File: config.mk
export PLATFORM = sky130hd
export DESIGN_NAME = mii_phy_rx_stream_gen
export DESIGN_NICKNAME = d
export VERILOG_FILES = /design/src/rtl/mii_phy_rx_stream_gen.sv
export SDC_FILE = /design/constraint.sdc
export NUM_CORES = 1
export LEC_CHECK = 0
export CAP_MARGIN = 40
export CORE_ASPECT_RATIO = 1.1
export CORE_MARGIN = 2
export CORE_UTILIZATION = 50
export DETAILED_ROUTE_END_ITERATION = 12
export GPL_ROUTABILITY_DRIVEN = 0
export PLACE_DENSITY_LB_ADDON = 0.08
export RECOVER_POWER = 25
export SLEW_MARGIN = 20
export SYNTH_ARGS = -nofsm -noshare
export SYNTH_HDL_FRONTEND = slang
export SYNTH_SLANG_ARGS = --single-unit
File: constraint.sdc
create_clock -name i_mrx_clk -period 4.9 [get_ports i_mrx_clk]
set_input_delay 0.98 -clock i_mrx_clk [delete_from_list [all_inputs] [get_ports i_mrx_clk]]
set_output_delay 0.98 -clock i_mrx_clk [all_outputs]
set_load 0.01 [all_outputs]
File: src/rtl/mii_phy_rx_stream_gen.sv
// PHY-side MII receive stream generator: preamble, SFD, payload nibbles,
// optional CRC-32 FCS and inter-frame gap, driven from a byte handshake.
module mii_phy_rx_stream_gen #(
  parameter int PREAMBLE_BYTES = 7,
  parameter bit APPEND_FCS     = 1'b1,
  parameter int IFG_NIBBLES    = 24
) (
  input  logic       i_mrx_clk,
  input  logic       i_reset_n,
  input  logic [7:0] i_data,
  input  logic       i_data_valid,
  input  logic       i_data_last,
  input  logic       i_err_inject,
  output logic       o_data_ready,
  output logic [3:0] o_mrxd,
  output logic       o_mrxdv,
  output logic       o_mrxerr,
  output logic       o_busy,
  output logic       o_underrun
);

  typedef enum logic [2:0] {
    S_IDLE, S_PRE, S_SFD, S_DLO,
    S_DHI, S_FCS, S_ABORT, S_IFG
  } state_e;

  localparam logic [15:0] PRE_LAST =
    16'(2 * PREAMBLE_BYTES - 1);
  localparam logic [15:0] IFG_LAST =
    16'(IFG_NIBBLES - 1);

  state_e      state_q, state_d;
  logic [15:0] cnt_q, cnt_d;
  logic [7:0]  byte_q, byte_d;
  logic        last_q, last_d;
  logic        err_q, err_d;
  logic [31:0] crc_q, crc_d;
  logic        ready_q, ready_d;
  logic        take;
  logic [31:0] fcs;

  function automatic logic [31:0] crc_step(
    input logic [31:0] c,
    input logic [7:0]  d
  );
    logic [31:0] r;
    r = c ^ {24'h0, d};
    for (int i = 0; i < 8; i++)
      r = r[0] ? ((r >> 1) ^ 32'hEDB88320) : (r >> 1);
    return r;
  endfunction

  always_ff @(posedge i_mrx_clk) begin
    if (!i_reset_n) begin
      state_q <= S_IDLE;
      cnt_q   <= '0;
      byte_q  <= '0;
      last_q  <= 1'b0;
      err_q   <= 1'b0;
      crc_q   <= '1;
      ready_q <= 1'b0;
    end else begin
      state_q <= state_d;
      cnt_q   <= cnt_d;
      byte_q  <= byte_d;
      last_q  <= last_d;
      err_q   <= err_d;
      crc_q   <= crc_d;
      ready_q <= ready_d;
    end
  end

  always_comb begin
    state_d = state_q;
    cnt_d   = cnt_q;
    crc_d   = crc_q;
    take    = 1'b0;
    unique case (state_q)
      S_IDLE: begin
        if (ready_q && i_data_valid) begin
          take    = 1'b1;
          crc_d   = crc_step('1, i_data);
          state_d = S_PRE;
          cnt_d   = '0;
        end
      end
      S_PRE: begin
        if (cnt_q == PRE_LAST) begin
          state_d = S_SFD;
          cnt_d   = '0;
        end else begin
          cnt_d = cnt_q + 16'd1;
        end
      end
      S_SFD: begin
        if (cnt_q[0]) begin
          state_d = S_DLO;
          cnt_d   = '0;
        end else begin
          cnt_d = cnt_q + 16'd1;
        end
      end
      S_DLO: state_d = S_DHI;
      S_DHI: begin
        cnt_d = '0;
        if (last_q) begin
          state_d = APPEND_FCS ? S_FCS : S_IFG;
        end else if (ready_q && i_data_valid) begin
          take    = 1'b1;
          crc_d   = crc_step(crc_q, i_data);
          state_d = S_DLO;
        end else begin
          state_d = S_ABORT;
        end
      end
      S_FCS: begin
        if (cnt_q[2:0] == 3'd7) begin
          state_d = S_IFG;
          cnt_d   = '0;
        end else begin
          cnt_d = cnt_q + 16'd1;
        end
      end
      S_ABORT: begin
        state_d = S_IFG;
        cnt_d   = '0;
      end
      S_IFG: begin
        if (cnt_q == IFG_LAST) begin
          state_d = S_IDLE;
          cnt_d   = '0;
        end else begin
          cnt_d = cnt_q + 16'd1;
        end
      end
      default: state_d = S_IDLE;
    endcase
    byte_d = take ? i_data       : byte_q;
    last_d = take ? i_data_last  : last_q;
    err_d  = take ? i_err_inject : err_q;
    // Ready drops for the first IDLE cycle so a held byte waits one clock
    ready_d = (state_q == S_IDLE && state_d == S_IDLE) ||
              (state_d == S_DHI && !last_d);
  end

  assign fcs = ~crc_q;

  always_comb begin
    o_mrxd     = 4'h0;
    o_mrxdv    = 1'b0;
    o_mrxerr   = 1'b0;
    o_underrun = 1'b0;
    unique case (state_q)
      S_PRE: begin
        o_mrxdv = 1'b1;
        o_mrxd  = 4'h5;
      end
      S_SFD: begin
        o_mrxdv = 1'b1;
        o_mrxd  = cnt_q[0] ? 4'hD : 4'h5;
      end
      S_DLO: begin
        o_mrxdv  = 1'b1;
        o_mrxd   = byte_q[3:0];
        o_mrxerr = err_q;
      end
      S_DHI: begin
        o_mrxdv  = 1'b1;
        o_mrxd   = byte_q[7:4];
        o_mrxerr = err_q;
      end
      S_FCS: begin
        o_mrxdv = 1'b1;
        o_mrxd  = fcs[{cnt_q[2:0], 2'b00} +: 4];
      end
      S_ABORT: begin
        o_mrxdv    = 1'b1;
        o_mrxerr   = 1'b1;
        o_underrun = 1'b1;
      end
      default: ;
    endcase
  end

  assign o_busy       = (state_q != S_IDLE);
  assign o_data_ready = ready_q;

endmodule
Word-level counts from Yosys, hierarchy flattened
Cells that the tools add are included.

Flip-flop bits (word level): 62. Input port bits: 13. Output and inout bits: 9. Word-level logic and storage cells: 100.

Add/subtract/negate cells: 1. Equal/unequal tests: 14. Shifts and indexed selects: 1. Mux-type cells: 43. Bitwise operators: 19. Reductions and logical operators: 15.

Operators by type and width (number): $mux W32 (19); $not A13 Y14 (16); $pmux W16 S6 (1); $mux W16 (5); $pmux W32 S2 (1); $not A32 Y32 (1); $not A8 Y32 (1); $shiftx A32 B6 Y4 (1); $xor A32 B8 Y32 (1); $pmux W3 S8 (1); $mux W3 (7); $pmux W4 S5 (1); $eq A3 B3 Y1 const B (6); $add A16 B1 Y16 const B (1); $eq A16 B4 Y1 const B (1); $eq A16 B5 Y1 const B (1); $eq A3 B2 Y1 const B (2); $logic_not A3 Y1 (2); $ne A2 B2 Y1 const B (3); $reduce_bool A6 Y1 (1); $reduce_or A6 Y1 (1); $mux W1 (5); $mux W4 (1); $pmux W1 S2 (2); other kinds (9) (12).

Logic depth before layout (Yosys ltp)
Gate-level depths: netlist of run 1.

Word-level depth: 20. Gate-level depth with buffers: 9. Depth with buffers taken out: 8.

Least setup slack after synthesis of run 1
Ideal clock, no wire load.

Path kind: flip-flop to output port. From: register cnt_q[0]. To: output o_mrxd[0]. Arrival time: 1940 ps. Required time: 3920 ps. Setup slack: 1980 ps. Cell stages (with the launch flop): 6. Buffers on the path: 1. Path through: dfxtp_1 -> clkbuf_1 -> mux4_2 -> mux2i_1 -> nor2_1 -> a221oi_1.

Cells in the longest elaborated chain, start to end: 2.

RTL lines: from (decl) (line 33) `logic [15:0] cnt_q, cnt_d;`; from (signal assigned) (line 64) `cnt_q <= cnt_d;`; $shiftx A32 B6 Y4 (line 174) `o_mrxd = fcs[{cnt_q[2:0], 2'b00} +: 4];`; $pmux W4 S5 (line 153) `unique case (state_q)`; to (decl) (line 15) `output logic [3:0] o_mrxd,`.

No other way between the ends.

Worst setup path after layout of run 1
From: register cnt_q[0]. To: output o_mrxd[3].

Cells in the longest elaborated chain, start to end: 2. Elaborated cells on any way between the ends: 3. Classes of those cells: shift: 1; mux: 2.

RTL lines (line): $shiftx A32 B6 Y4 / $mux W4 (equally long branches) (174, 160); $pmux W4 S5 * (153).

Every way passes the cells marked *; elsewhere a longest branch is shown, timed or not.

==> impl_metrics.py, run 1 <==
metrics = {
    "synth": {
        "syn-num-nets": 559,
        "yosysWarnings": 0,
        "synthArstFlopShare_pct": 0,
        "syn-cell-area_sq_um": 4630,
        "ys_seq_area_share_pct": 26.8,
        "synth-seq-cells": 62,
        "ys.flop_type": "dfxtp_1",
        "synth_top_area_share_pct": 26.8,
        "yosysTopAreaCell": "dfxtp_1",
        "yosys-top-cells-area": "dfxtp_1, xnor2_1, nand2_1",
        "synth_cell_types": 58,
        "yosysMostFrequentCell": "xnor2_1",
        "yosys-top-cells-count": "xnor2_1, nand2_1, dfxtp_1, nor2_1, xor2_1",
        "syn_area_per_cell_sq_um": 8.54,
        "synth_cells": 542,
        "synth_edf_count": 0,
    },
    "power_and_ir_drop": {
        "ir_worst_vdd_uv": 197,
        "power.density_nw_per_um2": 324,
        "p_leak_uw": 0.00191,
    },
    "global_routing": {
        "grtUsageMet1_pct": 33.5,
        "grt-busiest-layer": "met2",
        "grt_pass1_wl_mm": 19.3,
        "use_met2_pct": 40.9,
        "overflow": 0,
        "track_usage_pct": 25.2,
        "antenna_found_initial": 0,
        "grt_max_degree": 38,
        "grt_pass1_vias": 3622,
        "grt_use_met3_pct": 5.12,
    },
    "clock_tree": {
        "root_buffer": "clkbuf_8",
        "cts.clk_slew.worst_paths_ns": 0.08,
        "htree_levels": 3,
        "clockBufferDepth": 2,
        "cts_setup_buffers": 0,
        "cts_tree": "yes",
        "cts.sinks": 62,
        "cts_buffers": 9,
        "clkLatencyLatePin_ns": 0.34,
        "postCtsResizedCells": 0,
        "postCtsHoldBufs": 0,
    },
    "sta": {
        "grt_setup_unrepaired": "false",
        "final.setup_skew_ns": 0.00995,
        "report.final.hold_viol_count": 0,
        "fmax_mhz": 258,
        "whs_ns": 0.456,
        "fin_crit_sh_pct": 79.2,
        "slew_viol_final": 0,
        "post-route-min-period_ns": 3.88,
        "max_slew.worst_pin.slew_ns": 1.42,
        "finalSetupViolCount": 0,
        "relSlewSlack_pct": 5.49,
        "tns_ns": 0,
    },
    "final_layout": {
        "final_area_sq_um": 5090,
        "drive_gt1_share_pct": 8.26,
        "fin_nets": 557,
        "synthToLayoutAreaGrowth_pct": 9.94,
        "fillers": 826,
        "antenna_cells": 0,
        "utilization_pct": 57.1,
    },
    "die": {
        "die_h_microns": 105,
        "die_x_microns": 95.8,
        "fp-row-count": 36,
        "initial_core_util_pct": 51.9,
        "pin_count": 22,
        "dieArea_sq_um": 10000,
        "core_area_sq_um": 8920,
    },
    "route": {
        "ant_nets": 0,
        "drt-pass1-iter-count": 4,
        "wl_per_cell_microns": 18.3,
        "vias_per_cell": 5.71,
        "vias": 3766,
        "drt_iter0_markers": 190,
        "wirelength_mm": 12.1,
        "drc": 0,
    },
    "run": {
        "drv_cap": 0,
    },
    "worst_setup_path": {
        "crit_chain": "mux4_2 > mux2_2 > o31ai_1 > clkdlybuf4s50_1",
        "cp.arrival_ns": 2.90,
        "crit_cells": 4,
        "max_stage_delay_ns": 0.83,
        "start_kind": "flip-flop",
        "cp_max_fo": 14,
        "cp_top_family": "multiplexers",
        "critical_path_class": "flip-flop to output pin",
        "required_ns": 3.92,
        "endpoint_kind": "output pin",
        "cp_slowest_cell": "dfxtp_1",
        "critPathBufInv": 1,
        "rr_worst_depth": 7,
    },
    "hold_path": {
        "hp-class": "flip-flop to flip-flop",
        "hold_path_depth": 2,
    },
    "place": {
        "place_area_sq_um": 4860,
        "dp_hpwl_mm": 8.60,
        "io_buffers": 21,
    },
    "run_status": {
        "status": "completed",
    },
}
[power by group]
group / internal [uW] / total [uW] / switching (uW) / leakage (uW)
combinational: 286 / 557 / 271 / 0.00129
clock: 288 / 513 / 225 / 0.000106
sequential: 533 / 579 / 46.3 / 0.000507
[cell usage in the layout (no fill, tap or decap), types with 4 or more instances in the layout]
| cell type | netlist | routed |
|---|---|---|
| xor2_1 | 33 | 33 |
| nand4_1 | 5 | 5 |
| nor2_1 | 36 | 36 |
| nor3_1 | 13 | 13 |
| o21ai_0 | 15 | 15 |
| o31a_1 | 5 | 5 |
| inv_1 | 9 | 9 |
| a21o_1 | 5 | 5 |
| dfxtp_1 | 62 | 62 |
| a31oi_1 | 4 | 4 |
| mux4_2 | 8 | 8 |
| mux2i_1 | 6 | 6 |
| a21oi_1 | 22 | 22 |
| o211ai_1 | 22 | 22 |
| clkdlybuf4s50_1 | 0 | 19 |
| xnor3_1 | 6 | 6 |
| nand3_1 | 9 | 9 |
| and2_1 | 6 | 6 |
| buf_4 | 2 | 4 |
| xnor2_2 | 5 | 5 |
| and3_1 | 9 | 9 |
| nand2b_1 | 4 | 4 |
| clkbuf_8 | 0 | 9 |
| xnor2_1 | 87 | 87 |
| nand2_1 | 78 | 78 |
| ha_1 | 4 | 4 |
[tightest hold or removal path, cell delays in order (launching register included)]
cell	delay, ns
dfxtp_1	0.31
nand2_1	0.05
a21oi_1	0.05
[final cells by class]
cell class / count / area [sq um] / area share (%)
clock buffer: 9 / 124 / 2.43
clock inverter: 7 / 97.6 / 1.92
inverter: 9 / 33.8 / 0.664
multi-input combinational: 428 / 3160 / 62.1
sequential: 62 / 1240 / 24.4
tap: 114 / 143 / 2.80
timing repair buffer: 30 / 292 / 5.73
[layer usage]
metal	share of wire, %	vias to the layer above
met4	1.2	0
met2	51	105
met3	5.3	12
met1	43	1787
li1	-	1862
met5	0	-
[path summary, 6_finish.rpt]
check | start | end | slack [ns]
worst min register to register | byte_q[6] | byte_q[6] | 0.46
worst max-delay path | cnt_q[0] | o_mrxd[3] | 1.02
worst min-delay path | byte_q[6] | byte_q[6] | 0.46
worst max register to register | state_q[1] | o_data_ready | 1.60
[sequential cells by signal, summed over array words and instances (netlist names)]
signal        cells
o_data_ready      1
err_q             1
last_q            1
byte_q            8
cnt_q            16
state_q           3
crc_q            32
[cells by family after synthesis]
| group | count (synthesis) | synth area share [%] |
|---|---|---|
| buffers and inverters | 52 | 4.94 |
| AO/OA/AOI/OAI | 99 | 14.7 |
| flip-flops | 62 | 26.8 |
| AND/OR/NAND/NOR | 174 | 17.0 |
| multiplexers | 15 | 5.43 |
| adder cells (fa/ha/maj) | 4 | 1.08 |
| XOR/XNOR | 136 | 30.0 |
[metrics by stage]
step	setup slack, ns	power, uW	std cells
after global routing	0.828	1730	659
after CTS	0.992	1650	657
after floorplan	1.98	1040	542
after global placement	1.27	1130	640
final	1.02	1650	659
after detailed placement	1.22	1140	641
Power figures use the tool's default switching activity.
==> run 2: changes to the inputs <==
==> constraint.sdc (replaced) <==
create_clock -name i_mrx_clk -period 3.6 [get_ports i_mrx_clk]
set_input_delay 0.72 -clock i_mrx_clk [delete_from_list [all_inputs] [get_ports i_mrx_clk]]
set_output_delay 0.72 -clock i_mrx_clk [all_outputs]
set_load 0.01 [all_outputs]
==> run 2 against run 1 <==
  * Routed wire length is 3.9% higher
  * Total power is 37% higher
  * Critical path depth grew 1
  * Clock power is 36% higher
  * Worst setup slack got worse by 0.87 ns
  * Cell count up 2.6%
  * Highest routed layer unchanged
  * Sequential share of layout area is 0.49 points lower
  * Global-route usage up 1.1 points
  * Sequential power grew 33%
  * Clock skew is 0.00082 ns higher
==> impl_metrics.py, run 2 (synthesized netlist as in run 1, its figures left out) <==
metrics = {
    "run_status": {
        "status": "completed",
    },
    "clock_tree": {
        "cts_tree": "yes",
        "cts.sinks": 62,
        "postCtsHoldBufs": 0,
        "cts.clk_slew.worst_paths_ns": 0.07,
        "htree_levels": 3,
        "clkLatencyLatePin_ns": 0.35,
        "root_buffer": "clkbuf_8",
        "clockBufferDepth": 2,
        "cts_setup_buffers": 0,
        "cts_buffers": 9,
    },
    "place": {
        "place_area_sq_um": 4990,
        "place_ws_ns": 0.476,
        "dp_hpwl_mm": 9.04,
        "io_buffers": 21,
    },
    "worst_setup_path": {
        "cp_slowest_cell": "clkdlybuf4s50_1",
        "cp_max_fo": 8,
        "crit_cells": 5,
        "required_ns": 2.88,
        "endpoint_kind": "output pin",
        "cp.arrival_ns": 2.73,
        "startpoint": "cnt_q[0]",
        "critPathBufInv": 2,
        "max_stage_delay_ns": 0.60,
        "cp_top_family": "buffers and inverters",
        "r2r_start": "state_q[1]",
        "start_kind": "flip-flop",
        "crit_chain": "buf_4 > mux4_2 > mux2_2 > o31ai_1 > clkdlybuf4s50_1",
        "rr_worst_depth": 5,
        "critical_path_class": "flip-flop to output pin",
    },
    "global_routing": {
        "grt_pass1_vias": 3753,
        "antenna_found_initial": 0,
        "overflow": 0,
        "grt_pass1_wl_mm": 20.0,
        "grt_max_degree": 60,
        "track_usage_pct": 26.4,
    },
    "hold_path": {
        "hold_path_depth": 2,
        "hp-class": "flip-flop to flip-flop",
        "hp-start": "byte_q[7]",
    },
    "final_layout": {
        "reg_top3": "crc_q x32, cnt_q x16, byte_q x8",
        "synthToLayoutAreaGrowth_pct": 12.3,
        "fin_nets": 574,
        "final_area_sq_um": 5200,
        "antenna_cells": 0,
        "regMostFlops": "crc_q",
        "drive_gt1_share_pct": 11.4,
        "utilization_pct": 58.3,
        "largest_register_ffs": 32,
        "final_cell_mix": "xnor2_1, nand2_1, dfxtp_1",
        "mostFrequentLayoutCell": "xnor2_1",
    },
    "sta": {
        "slew_viol_final": 0,
        "tns_ns": 0,
        "finalSetupViolCount": 0,
        "final.setup_skew_ns": 0.0108,
        "max_slew.worst_pin.slew_ns": 1.20,
        "worst_slack_ns": 0.148,
        "grt_setup_unrepaired": "false",
        "post-route-min-period_ns": 3.45,
        "fmax_mhz": 290,
        "report.final.hold_viol_count": 0,
        "relSlewSlack_pct": 20.1,
        "fin_crit_sh_pct": 95.9,
    },
    "power_and_ir_drop": {
        "switching_share_pct": 32.1,
        "total_power_uw": 2270,
        "power.density_nw_per_um2": 436,
        "clkPwrFrac_pct": 30.7,
        "switching_power_uw": 727,
        "ir_worst_vdd_uv": 201,
        "p_leak_uw": 0.00199,
        "pwr-share-seq_pct": 34.0,
        "p_int_uw": 1540,
        "p_comb_share_pct": 35.3,
    },
    "run": {
        "drv_cap": 0,
    },
    "die": {
        "core_area_sq_um": 8920,
        "dieArea_sq_um": 10000,
        "fp-row-count": 36,
        "pin_count": 22,
        "initial_core_util_pct": 51.9,
        "die_h_microns": 105,
        "die_x_microns": 95.8,
    },
    "route": {
        "drc": 0,
        "drt_iter0_markers": 257,
        "ant_nets": 0,
        "drt-pass1-iter-count": 4,
        "vias_per_cell": 5.78,
        "wl_per_cell_microns": 18.5,
        "wirelength_mm": 12.5,
        "vias": 3904,
    },
}
==> run 2: timing repair <==
| action | in CTS | in global routing |
|---|---|---|
| endpoints found under the hold margin | 0 | 0 |
| endpoints found under the setup margin | 0 | 1 |
| gates resized for setup | 0 | 1 |
==> run 2: worst reg2reg max path: stages, from the launching register on <==
cell      delay, ns
dfxtp_1        0.80
nor3_1         0.23
nand2_2        0.09
clkbuf_2       0.89
nor2_1         0.24
a221o_1        0.37
==> run 2: worst paths after layout <==
path,to,slack (ns)
hold reg to reg,byte_q[7],0.46
setup reg to reg,crc_q[20],0.87
setup / recovery,o_mrxd[3],0.15
hold / removal,byte_q[7],0.46
==> run 2: power by group through the flow <==
stage	Combinational, uW	Clock (uW)	Sequential [uW]
after CTS	797	706	770
after global placement	786	0	786
after global routing	862	741	776
after detailed placement	792	0	786
final	799	696	772
after floorplan	650	0	764
==> run 2: metrics by stage <==
stage | hold slack (ns) | std cells
after global routing | 0.481 | 676
after floorplan | 0.436 | 542
after global placement | 0.444 | 660
after detailed placement | 0.453 | 660
final | 0.461 | 676
after CTS | 0.462 | 676
==> run 2: layer usage <==
layer / GRT usage, % / wire length, microns / vias up
li1: - / - / 1882
met1: 34.8 / 5620 / 1884
met2: 41.7 / 5940 / 112
met3: 5.05 / 566 / 26
met4: 11.2 / 403 / 0
met5: 0 / 0 / -
==> run 2: cell type report <==
cell class	count	area (sq um)
Sequential cell	62	1240
Tap cell	114	143
Clock inverter	4	70.1
Timing Repair Buffer	47	403
Clock buffer	12	145
Multi-Input combinational cell	428	3160
Inverter	9	33.8
Fill cell	835	3720
